--- src/rtl/aes_mixcol_iter_if.sv ---
// Handshake bundle for aes_mixcol_iter.
// Input side: a state transfers on a rising edge where valid_i && ready_o. The
// producer holds valid_i, inv_i and state_i steady until then. Output side: a
// result transfers on a rising edge where valid_o && ready_i. valid_o and
// state_o do not change until that edge.
interface aes_mixcol_iter_if;
  logic         valid_i;
  logic         ready_o;
  logic         inv_i;
  logic [127:0] state_i;
  logic         valid_o;
  logic         ready_i;
  logic [127:0] state_o;
  logic         busy_o;

  modport slave (
    input  valid_i, inv_i, state_i, ready_i,
    output ready_o, valid_o, state_o, busy_o
  );

  modport master (
    output valid_i, inv_i, state_i, ready_i,
    input  ready_o, valid_o, state_o, busy_o
  );
endinterface

--- src/rtl/aes_mixcol_iter.sv ---
// Iterative AES MixColumns over a 128-bit state, COLS_PER_CYC columns per beat.
// Define AES_MIXCOL_INV_EN to add the InvMixColumns datapath, selected by inv_i
// for each transaction. Without it, inv_i is ignored and the block always runs
// the forward transform.
module aes_mixcol_iter #(
  parameter int COLS_PER_CYC = 1
) (
  input logic              clk_i,
  input logic              rst_i,
  aes_mixcol_iter_if.slave bus
);
  localparam int NBEAT = 4 / COLS_PER_CYC;

  if (COLS_PER_CYC != 1 && COLS_PER_CYC != 2 && COLS_PER_CYC != 4) begin : g_bad_cols
    $error("aes_mixcol_iter: COLS_PER_CYC must be 1, 2 or 4");
  end

  typedef enum logic [1:0] {ST_IDLE, ST_BUSY, ST_DONE} state_t;

  state_t       state_q, state_d;
  logic [1:0]   cnt_q;
  logic [127:0] work_q;
  logic [127:0] result_q;
  logic         accept;
  logic         last_beat;
  logic [31:0]  beat_cols [COLS_PER_CYC];
`ifdef AES_MIXCOL_INV_EN
  logic         inv_q;
`else
  logic         unused_inv;
  assign unused_inv = bus.inv_i;
`endif

  function automatic logic [7:0] xtime(input logic [7:0] x);
    return {x[6:0], 1'b0} ^ (x[7] ? 8'h1b : 8'h00);
  endfunction

  function automatic logic [31:0] mix_fwd(input logic [31:0] c);
    logic [7:0] b0, b1, b2, b3, x0, x1, x2, x3;
    b0 = c[7:0];   b1 = c[15:8];  b2 = c[23:16]; b3 = c[31:24];
    x0 = xtime(b0); x1 = xtime(b1); x2 = xtime(b2); x3 = xtime(b3);
    return {x0 ^ b0 ^ b1 ^ b2 ^ x3,
            b0 ^ b1 ^ x2 ^ x3 ^ b3,
            b0 ^ x1 ^ x2 ^ b2 ^ b3,
            x0 ^ x1 ^ b1 ^ b2 ^ b3};
  endfunction

`ifdef AES_MIXCOL_INV_EN
  // Each byte gets its x9/xb/xd/xe multiples, built from chained xtime.
  // Output row r then uses coefficients [0e 0b 0d 09] rotated right by r.
  function automatic logic [31:0] mix_inv(input logic [31:0] c);
    logic [7:0] m9 [4];
    logic [7:0] mb [4];
    logic [7:0] md [4];
    logic [7:0] me [4];
    logic [7:0] b, x2, x4, x8;
    logic [31:0] o;
    o = '0;
    for (int j = 0; j < 4; j++) begin
      b  = c[8*j +: 8];
      x2 = xtime(b);
      x4 = xtime(x2);
      x8 = xtime(x4);
      m9[j] = x8 ^ b;
      mb[j] = x8 ^ x2 ^ b;
      md[j] = x8 ^ x4 ^ b;
      me[j] = x8 ^ x4 ^ x2;
    end
    for (int r = 0; r < 4; r++) begin
      o[8*r +: 8] = me[r] ^ mb[(r+1)%4] ^ md[(r+2)%4] ^ m9[(r+3)%4];
    end
    return o;
  endfunction
`endif

  assign bus.ready_o = (state_q == ST_IDLE) || ((state_q == ST_DONE) && bus.ready_i);
  assign bus.valid_o = (state_q == ST_DONE);
  assign bus.busy_o  = (state_q == ST_BUSY);
  assign bus.state_o = result_q;
  assign accept      = bus.valid_i && bus.ready_o;
  assign last_beat   = (cnt_q == 2'(NBEAT - 1));

  // Next-state logic: IDLE -> BUSY on accept, BUSY -> DONE after the last beat,
  // DONE -> BUSY (new accept) or IDLE when the result is taken.
  always_comb begin
    state_d = state_q;
    case (state_q)
      ST_IDLE: if (accept) state_d = ST_BUSY;
      ST_BUSY: if (last_beat) state_d = ST_DONE;
      ST_DONE: if (bus.ready_i) state_d = accept ? ST_BUSY : ST_IDLE;
      default: state_d = ST_IDLE;
    endcase
  end

  // FSM state register
  always_ff @(posedge clk_i) begin
    if (rst_i) state_q <= ST_IDLE;
    else       state_q <= state_d;
  end

  // Transform the columns that belong to the current beat
  always_comb begin
    for (int k = 0; k < COLS_PER_CYC; k++) begin
`ifdef AES_MIXCOL_INV_EN
      beat_cols[k] = inv_q
        ? mix_inv(work_q[7'(32*(int'(cnt_q)*COLS_PER_CYC + k)) +: 32])
        : mix_fwd(work_q[7'(32*(int'(cnt_q)*COLS_PER_CYC + k)) +: 32]);
`else
      beat_cols[k] = mix_fwd(work_q[7'(32*(int'(cnt_q)*COLS_PER_CYC + k)) +: 32]);
`endif
    end
  end

  // Datapath: latch work state on accept, write result columns on each BUSY beat
  always_ff @(posedge clk_i) begin
    if (rst_i) begin
      cnt_q    <= '0;
      work_q   <= '0;
      result_q <= '0;
`ifdef AES_MIXCOL_INV_EN
      inv_q    <= 1'b0;
`endif
    end else if (accept) begin
      cnt_q  <= '0;
      work_q <= bus.state_i;
`ifdef AES_MIXCOL_INV_EN
      inv_q  <= bus.inv_i;
`endif
    end else if (state_q == ST_BUSY) begin
      cnt_q <= cnt_q + 2'd1;
      for (int k = 0; k < COLS_PER_CYC; k++) begin
        result_q[7'(32*(int'(cnt_q)*COLS_PER_CYC + k)) +: 32] <= beat_cols[k];
      end
    end
  end
endmodule

--- src/flat_wrapper.sv ---
// flat-port wrapper written by rule: the top's interface ports become plain ports
module aes_mixcol_iter_flat 
#(
  parameter int COLS_PER_CYC = 1
)
  (clk_i, rst_i, bus_valid_i, bus_inv_i, bus_state_i, bus_ready_i, bus_ready_o, bus_valid_o, bus_state_o, bus_busy_o);
  aes_mixcol_iter_if bus_i ();
  input logic clk_i;
  input logic rst_i;
  input wire logic [$bits(bus_i.valid_i)-1:0] bus_valid_i;
  input wire logic [$bits(bus_i.inv_i)-1:0] bus_inv_i;
  input wire logic [$bits(bus_i.state_i)-1:0] bus_state_i;
  input wire logic [$bits(bus_i.ready_i)-1:0] bus_ready_i;
  output wire logic [$bits(bus_i.ready_o)-1:0] bus_ready_o;
  output wire logic [$bits(bus_i.valid_o)-1:0] bus_valid_o;
  output wire logic [$bits(bus_i.state_o)-1:0] bus_state_o;
  output wire logic [$bits(bus_i.busy_o)-1:0] bus_busy_o;
  assign bus_i.valid_i = bus_valid_i;
  assign bus_i.inv_i = bus_inv_i;
  assign bus_i.state_i = bus_state_i;
  assign bus_i.ready_i = bus_ready_i;
  assign bus_ready_o = bus_i.ready_o;
  assign bus_valid_o = bus_i.valid_o;
  assign bus_state_o = bus_i.state_o;
  assign bus_busy_o = bus_i.busy_o;
  aes_mixcol_iter #(.COLS_PER_CYC(COLS_PER_CYC)) u_core (.clk_i(clk_i), .rst_i(rst_i), .bus(bus_i));
endmodule
--- config.mk ---
export PLATFORM = sky130hd
export DESIGN_NAME = aes_mixcol_iter_flat
export DESIGN_NICKNAME = d
export VERILOG_FILES = /design/src/rtl/aes_mixcol_iter_if.sv /design/src/rtl/aes_mixcol_iter.sv /design/src/flat_wrapper.sv
export SDC_FILE = /design/constraint.sdc
export NUM_CORES = 1
export LEC_CHECK = 0
export ABC_AREA = 1
export CORE_UTILIZATION = 50
export DETAILED_ROUTE_END_ITERATION = 10
export DONT_BUFFER_PORTS = 1
export HOLD_SLACK_MARGIN = 0.12
export PLACE_DENSITY = 0.67
export SETUP_SLACK_MARGIN = 0.5
export SYNTH_ARGS = -nofsm -noshare
export SYNTH_HDL_FRONTEND = slang
export SYNTH_SLANG_ARGS = --single-unit
--- constraint.sdc ---
create_clock -name clk_i -period 2.4 [get_ports clk_i]
set_input_delay 0.48 -clock clk_i [delete_from_list [all_inputs] [get_ports clk_i]]
set_output_delay 0.48 -clock clk_i [all_outputs]
set_load 0.01 [all_outputs]
=== Word level (Yosys, flattened, before mapping) ===
Cells that the tools add are included.

* Muxes and demuxes: 10
* Bitwise logic cells: 21
* Eq/ne operators: 6
* Shift operators: 3
* Reduce and logical (&&, ||, !) cells: 7
* Add/sub/neg operators: 2

{| class="wikitable"
|+ Operators by type and width
! cell !! count
|-
| $xor A8 B8 Y8 || 20
|-
| $bwmux W128 || 1
|-
| $shift A32 B8 Y128 const A || 1
|-
| $shiftx A128 B7 Y32 || 1
|-
| $shiftx A32 B8 Y128 || 1
|-
| $mux W5 || 4
|-
| $neg A7 Y8 || 1
|-
| $mux W2 || 3
|-
| $pmux W2 S3 || 1
|-
| $eq A2 B2 Y1 const B || 2
|-
| $ne A2 B1 Y1 const B || 2
|-
| $reduce_and A3 Y1 || 1
|-
| $add A2 B1 Y2 const B || 1
|-
| $eq A2 B1 Y1 const B || 1
|-
| $logic_and A1 B1 Y1 || 2
|-
| $logic_not A2 Y1 || 1
|-
| $ne A2 B2 Y1 const B || 1
|-
| $reduce_and A2 Y1 || 1
|-
| $reduce_or A2 Y1 || 1
|-
| $logic_or A1 B1 Y1 || 1
|-
| $mux W1 || 1
|-
| $not A1 Y1 || 1
|}

* Word-level logic and storage cells: 53
* Bits in registers: 260
* Input port bits: 133

=== Depth between registers and ports, before layout ===
* Word-level depth: 9
* Depth in mapped cells: 14
* Depth with buffers taken out: 13

=== Least setup slack after synthesis ===
No wires, ideal clock.

* Path kind: flip-flop to flip-flop
* Start point: register u_core.cnt_q[0]
* End point: register u_core.result_q[87] (netlist: u_core.bus.state_o[87])
* Arrival: 1959 ps
* Stages on the path, launching flop included: 15
* Library setup time: 115 ps
* Clock period less this slack: 2074 ps
* Path buffers: 4
* Required time: 2285 ps
* Slack: 326 ps
* Cells stage by stage: dfxtp_1 buf_6 inv_4 buf_6 ha_1 inv_1 nor2_4 nand3_1 buf_2 clkinv_2 buf_4 nor2_1 nor2_1 o21ai_0 inv_1

* Word-level cells in the longest chain between the ends: 9

{| class="wikitable"
|+ RTL lines
! item !! line !! source
|-
| start: declaration || aes_mixcol_iter.sv:21 || <nowiki>logic [1:0] cnt_q;</nowiki>
|-
| start signal: assignment || aes_mixcol_iter.sv:130 || <nowiki>cnt_q <= cnt_q + 2'd1;</nowiki>
|-
| $shiftx A128 B7 Y32 || aes_mixcol_iter.sv:109 || <nowiki>beat_cols[k] = mix_fwd(work_q[7'(32*(int'(cnt_q)*COLS_PER_CYC + k)) +: 32]);</nowiki>
|-
| $mux W5 || aes_mixcol_iter.sv:35 || <nowiki>return {x[6:0], 1'b0} ^ (x[7] ? 8'h1b : 8'h00);</nowiki>
|-
| $xor A8 B8 Y8 || aes_mixcol_iter.sv:35 ||
|-
| $xor A8 B8 Y8, on equally long branches (4 in series) || aes_mixcol_iter.sv:45, aes_mixcol_iter.sv:42, aes_mixcol_iter.sv:44 ||
|-
| $shiftx A32 B8 Y128 || aes_mixcol_iter.sv:132 || <nowiki>result_q[7'(32*(int'(cnt_q)*COLS_PER_CYC + k)) +: 32] <= beat_cols[k];</nowiki>
|-
| $bwmux W128 (*) || aes_mixcol_iter.sv:132 ||
|-
| end signal: indexed assignment || aes_mixcol_iter.sv:132 ||
|-
| end: declaration || aes_mixcol_iter.sv:23 || <nowiki>logic [127:0] result_q;</nowiki>
|}

Mark *: on every way between the ends. The rest lies on a longest branch, timed or not.
A chain may end at the register's enable or synchronous reset.

=== Worst setup path in the final report ===
* Start point: register u_core.cnt_q[0]
* End point: register u_core.result_q[123] (netlist: u_core.bus.state_o[123])

Same word-level chain as after synthesis.

==> results.md <==
Pwr:
- The power density over the cells is 783 nW/um^2.
- The internal power is 0.00570 W.
- Summed over all nets, the switching power comes to 0.00354 W.
- The fraction of power spent switching nets is 38.3%.
- The share of power burned in the clock network is 32.3%.
- The leakage power is 5.17 nW.
- The power share of the combinational group is 29.3%.
- In this run, flip-flops and latches consume 38.4% of the power.
- The worst-case IR drop observed on VDD is 0.000565 V.
- The total power after layout is 0.00924 W.

Placed design:
- The number of input and output port buffers inserted is 0.
- The placed cell count is 1729.
- The post-place setup slack is 0.273 ns.
- Summing all placed instances gives a cell area of 10100 um^2.
- The global placer's final weighted congestion is 0.914.
- Detailed placement finished with a half-perimeter wire length of 21200 um.

Outcome:
- The run finished with clean final reports.

Worst setup path:
- The reg-to-reg critical path startpoint is u_core.cnt_q[0]$_SDFFE_PP0P_.
- Setup slack on the worst reg-to-reg path comes out at 0.44 ns.
- The critical path in this run is classified as flop to flop.
- At the worst endpoint, the required time is 2.79 ns.
- In this design, the stage delay of the slowest critical-path cell is 0.47 ns.
- STA classifies the critical path startpoint as a flop.
- The most critical setup path has its startpoint at u_core.cnt_q[0]$_SDFFE_PP0P_.
- The critical path goes through buf_12 > buf_8 > nor2_4 > nor2_4 > nand2_4 > nand2_1 > nand2_1 > nand2_1 > nand2_2 > xnor2_4 > nand2_1 > a21oi_1.
- On the critical path, the stage with the largest delay is an instance of dfxtp_4.
- Data on the critical path arrives at its endpoint at 2.34 ns.
- The worst register-to-register path ends at u_core.bus.state_o[123]$_SDFFE_PP0P_.
- STA classifies the critical path endpoint as a flop.
- The highest fanout seen on the critical path is 10.
- The most numerous cell type found on the critical path is nand2_1.
- Measured in cells, the most critical reg-to-reg path has a length of 12.

Global routing:
- The initial antenna violation count was 0.
- The wire length of the first global-routing pass is 47200 um.
- The overall overflow remaining after global route is 0.
- Global routing used 30.6% of the available tracks across all layers.
- The via count of the first global-routing pass came to 8708.
- The largest net degree at the start of global routing is 110.

Synthesis:
- The post-synthesis average cell area is 6.48 um^2.
- The number of register bits inferred by synthesis is 196.
- The mapped netlist covers 9870 um^2.
- For this run, the leading register cell type out of synthesis is dfxtp_1.
- The Yosys step of the flow raised 0 warnings.
- The number of enable flip-flop cells after synthesis is 0.
- The fraction of registers with async set/reset is 0%.
- The share of the Yosys chip area taken by registers is 39.8%.
- The synthesized instance count is 1523.
- The number of nets in the synthesized netlist is 1660.
- The synthesized netlist contains 35 unique library cells.

Clocking:
- No sink is reached through more buffers than the 2 on the longest clock path.
- TritonCTS built the clock tree.
- The clock reaches the later pin of the worst-skew pair after 0.45 ns.
- After clock tree synthesis, the clock-pin slew on the worst setup and hold paths is 0.08 ns.
- The H-tree was split into 4 levels.
- Buffers inserted during clock tree synthesis total 17.
- The clock tree root driver cell is clkbuf_16.
- The tree built by TritonCTS fans out to 196 sinks.

Timing:
- Setup violations remaining at the end of the flow were counted as 0.
- The worst path meets setup with 0.444 ns of slack.
- Counting I/O delays and the setup requirement, the final critical path takes 1.96 ns.
- The count of pins over their slew limit was 0.
- The worst slew margin relative to its limit is 58.1%.
- The clock tree skew after final layout is 0.0128 ns.
- Of the available clock period, the critical path in the final layout requires 81.5%.
- For the pin with the worst max-slew slack, the measured transition is 0.628 ns.
- The maximum achievable frequency is 0.511 GHz.
- For the final routed database, the setup TNS stands at 0 ns.
- Setup repair after global routing could not meet its margin everywhere.
- The hold violation total from the final report is 0.

Finish:
- The post-layout instance count excluding filler cells is 1791.
- The number of antenna diodes in the final layout is 0.
- For this run, the post-layout net count is 1650.
- In the final layout, the share of cells above drive strength 1 is 17.7%.
- The layout overhead on the synthesized area is 19.5%.
- The library cells used most frequently in the layout, excluding fill and tap cells, are 497 x nand2_1, 194 x dfxtp_1, 166 x a21oi_1, 96 x nand3_1.
- The finished cells cover 11800 um^2.
- The library cell used most frequently in the layout, excluding fill and tap cells, is nand2_1.

Drt:
- The remaining antenna violation count after routing is 0.
- Dividing the detail-routed wire length by the instance count gives 18.0 um.
- The number of remaining DRC errors is 0.
- Summed over all layers, the routed wires come to 32300 um.
- In this run, the number of DRC markers left after iteration 0 of detailed routing was 888.
- The number of vias after detailed routing is 9912.
- Before antenna repair, the detailed router went through 6 iterations.
- The via density per instance is 5.53.

Floorplan:
- The die is 142 um wide.
- 264 I/O pins were placed.
- In this run the standard cell core region covers 19400 um^2.
- The die covers 20300 um^2.
- The starting utilization of the core area is 50.9%.
- The total number of placement rows is 51.
- The die extent in y is 142 um.

Hold path:
- The startpoint identified for the worst hold timing path is rst_i.
- The worst min-delay path category is primary input to flop.
- Counting instances, the worst hold path has a depth of 1.
- The hold path endpoint is u_core.work_q[31]$_SDFFE_PP0P_.

Flow run:
- The tool flagged a number of max-cap violations equal to 0.
## worst max-delay path by stage
stage | end | slack, ns | cells past startpoint
floorplan | u_core.bus.state_o[95]$_SDFFE_PP0P_ | 0.55 | 14
global placement | u_core.bus.state_o[12]$_SDFFE_PP0P_ | 0.31 | 12
detailed placement | u_core.bus.state_o[12]$_SDFFE_PP0P_ | 0.27 | 12
CTS | u_core.bus.state_o[12]$_SDFFE_PP0P_ | 0.44 | 11
global route | u_core.bus.state_o[18]$_SDFFE_PP0P_ | 0.36 | 8
finish | u_core.bus.state_o[123]$_SDFFE_PP0P_ | 0.44 | 12
## power groups by stage
stage	Combinational (W)	Sequential, W	Clock (W)
3_3_place_gp	0.00217	0.00361	0
6_report	0.00271	0.00355	0.00298
3_5_place_dp	0.00220	0.00362	0
5_1_grt	0.00295	0.00357	0.00316
2_1_floorplan	0.00160	0.00359	0
4_1_cts	0.00239	0.00354	0.00301
## metrics by stage
step                hold slack [ns]  util, %
global route                 0.0786     60.8
CTS                          0.0908     57.0
finish                       0.0907     60.8
global placement              0.444     52.1
detailed placement            0.448     52.1
floorplan                     0.429        -
## layer usage
layer	up-vias	part of all wire (%)	GRT usage (%)
met5	-	0	0
met4	0	3.3	12.5
met3	63	7.3	6.56
met2	366	47	49.4
met1	4610	42	39.5
li1	4873	-	-
## state kept, by name (all words and copies together), names as in the netlist
| name | count |
|---|---|
| u_core.work_q | 64 |
| u_core.state_q | 2 |
| u_core.bus.state_o | 128 |
| u_core.cnt_q | 2 |
## worst max-delay path: cells and delay by family (launching register included)
kind                      cells  cell delay (ns)
and+or+nand+nor               8             0.75
DFF                           1             0.47
buffers and inverters         2             0.29
xor gates and xnor gates      1             0.27
AOI/OAI and AO/OA             1             0.12
## cell type report
cell class              instances  area, um^2
repair inverters                2        25.0
clock inverters                15         193
multi-input cells            1148        5780
fillers                      1850        7600
repair buffers                 49         707
well taps                     265         332
clock buffers                  17         425
inverters                      99         403
flip-flops and latches        196        3930
## Yosys cell counts (2+ instances only)
library cell,instances,share of area (%)
nand2_4,2,0.23
o21ai_0,93,4.7
nand3b_1,5,0.38
buf_2,10,0.51
buf_6,7,0.80
o211ai_1,2,0.15
nor2_4,6,0.68
inv_2,6,0.23
xor2_1,4,0.35
nand2_2,16,1.0
o21ai_1,13,0.66
xnor2_1,4,0.35
nand3_1,110,5.6
nor2_1,92,3.5
nand4_1,16,1.0
buf_4,5,0.38
xnor2_2,4,0.66
a21oi_1,174,8.8
nor2_2,11,0.70
inv_1,91,3.5
buf_1,12,0.46
nand3_2,5,0.51
ha_1,4,0.51
dfxtp_1,196,40
clkbuf_1,45,1.7
nand2_1,581,22
## cells by family (layout without fill, tap and decap cells)
family                   count (synthesis)  count (layout)  share of synthesized area, %
adder cells (fa/ha/maj)                  4               4                         0.507
buffers and inverters                  179             182                          7.81
flip-flops                             196             196                          39.8
AND/OR/NAND/NOR                        847             847                          35.9
AO/OA/AOI/OAI                          285             285                          14.6
XOR/XNOR                                12              12                          1.37
## timing repair
item	4_1_cts	5_1_grt
resized for setup	70	135
setup endpoints to repair	122	127
pin swaps	8	32
gates cloned	3	6
hold endpoints to repair	71	61
setup buffers	3	18
Note: power is estimated with default switching activity, not from simulation.
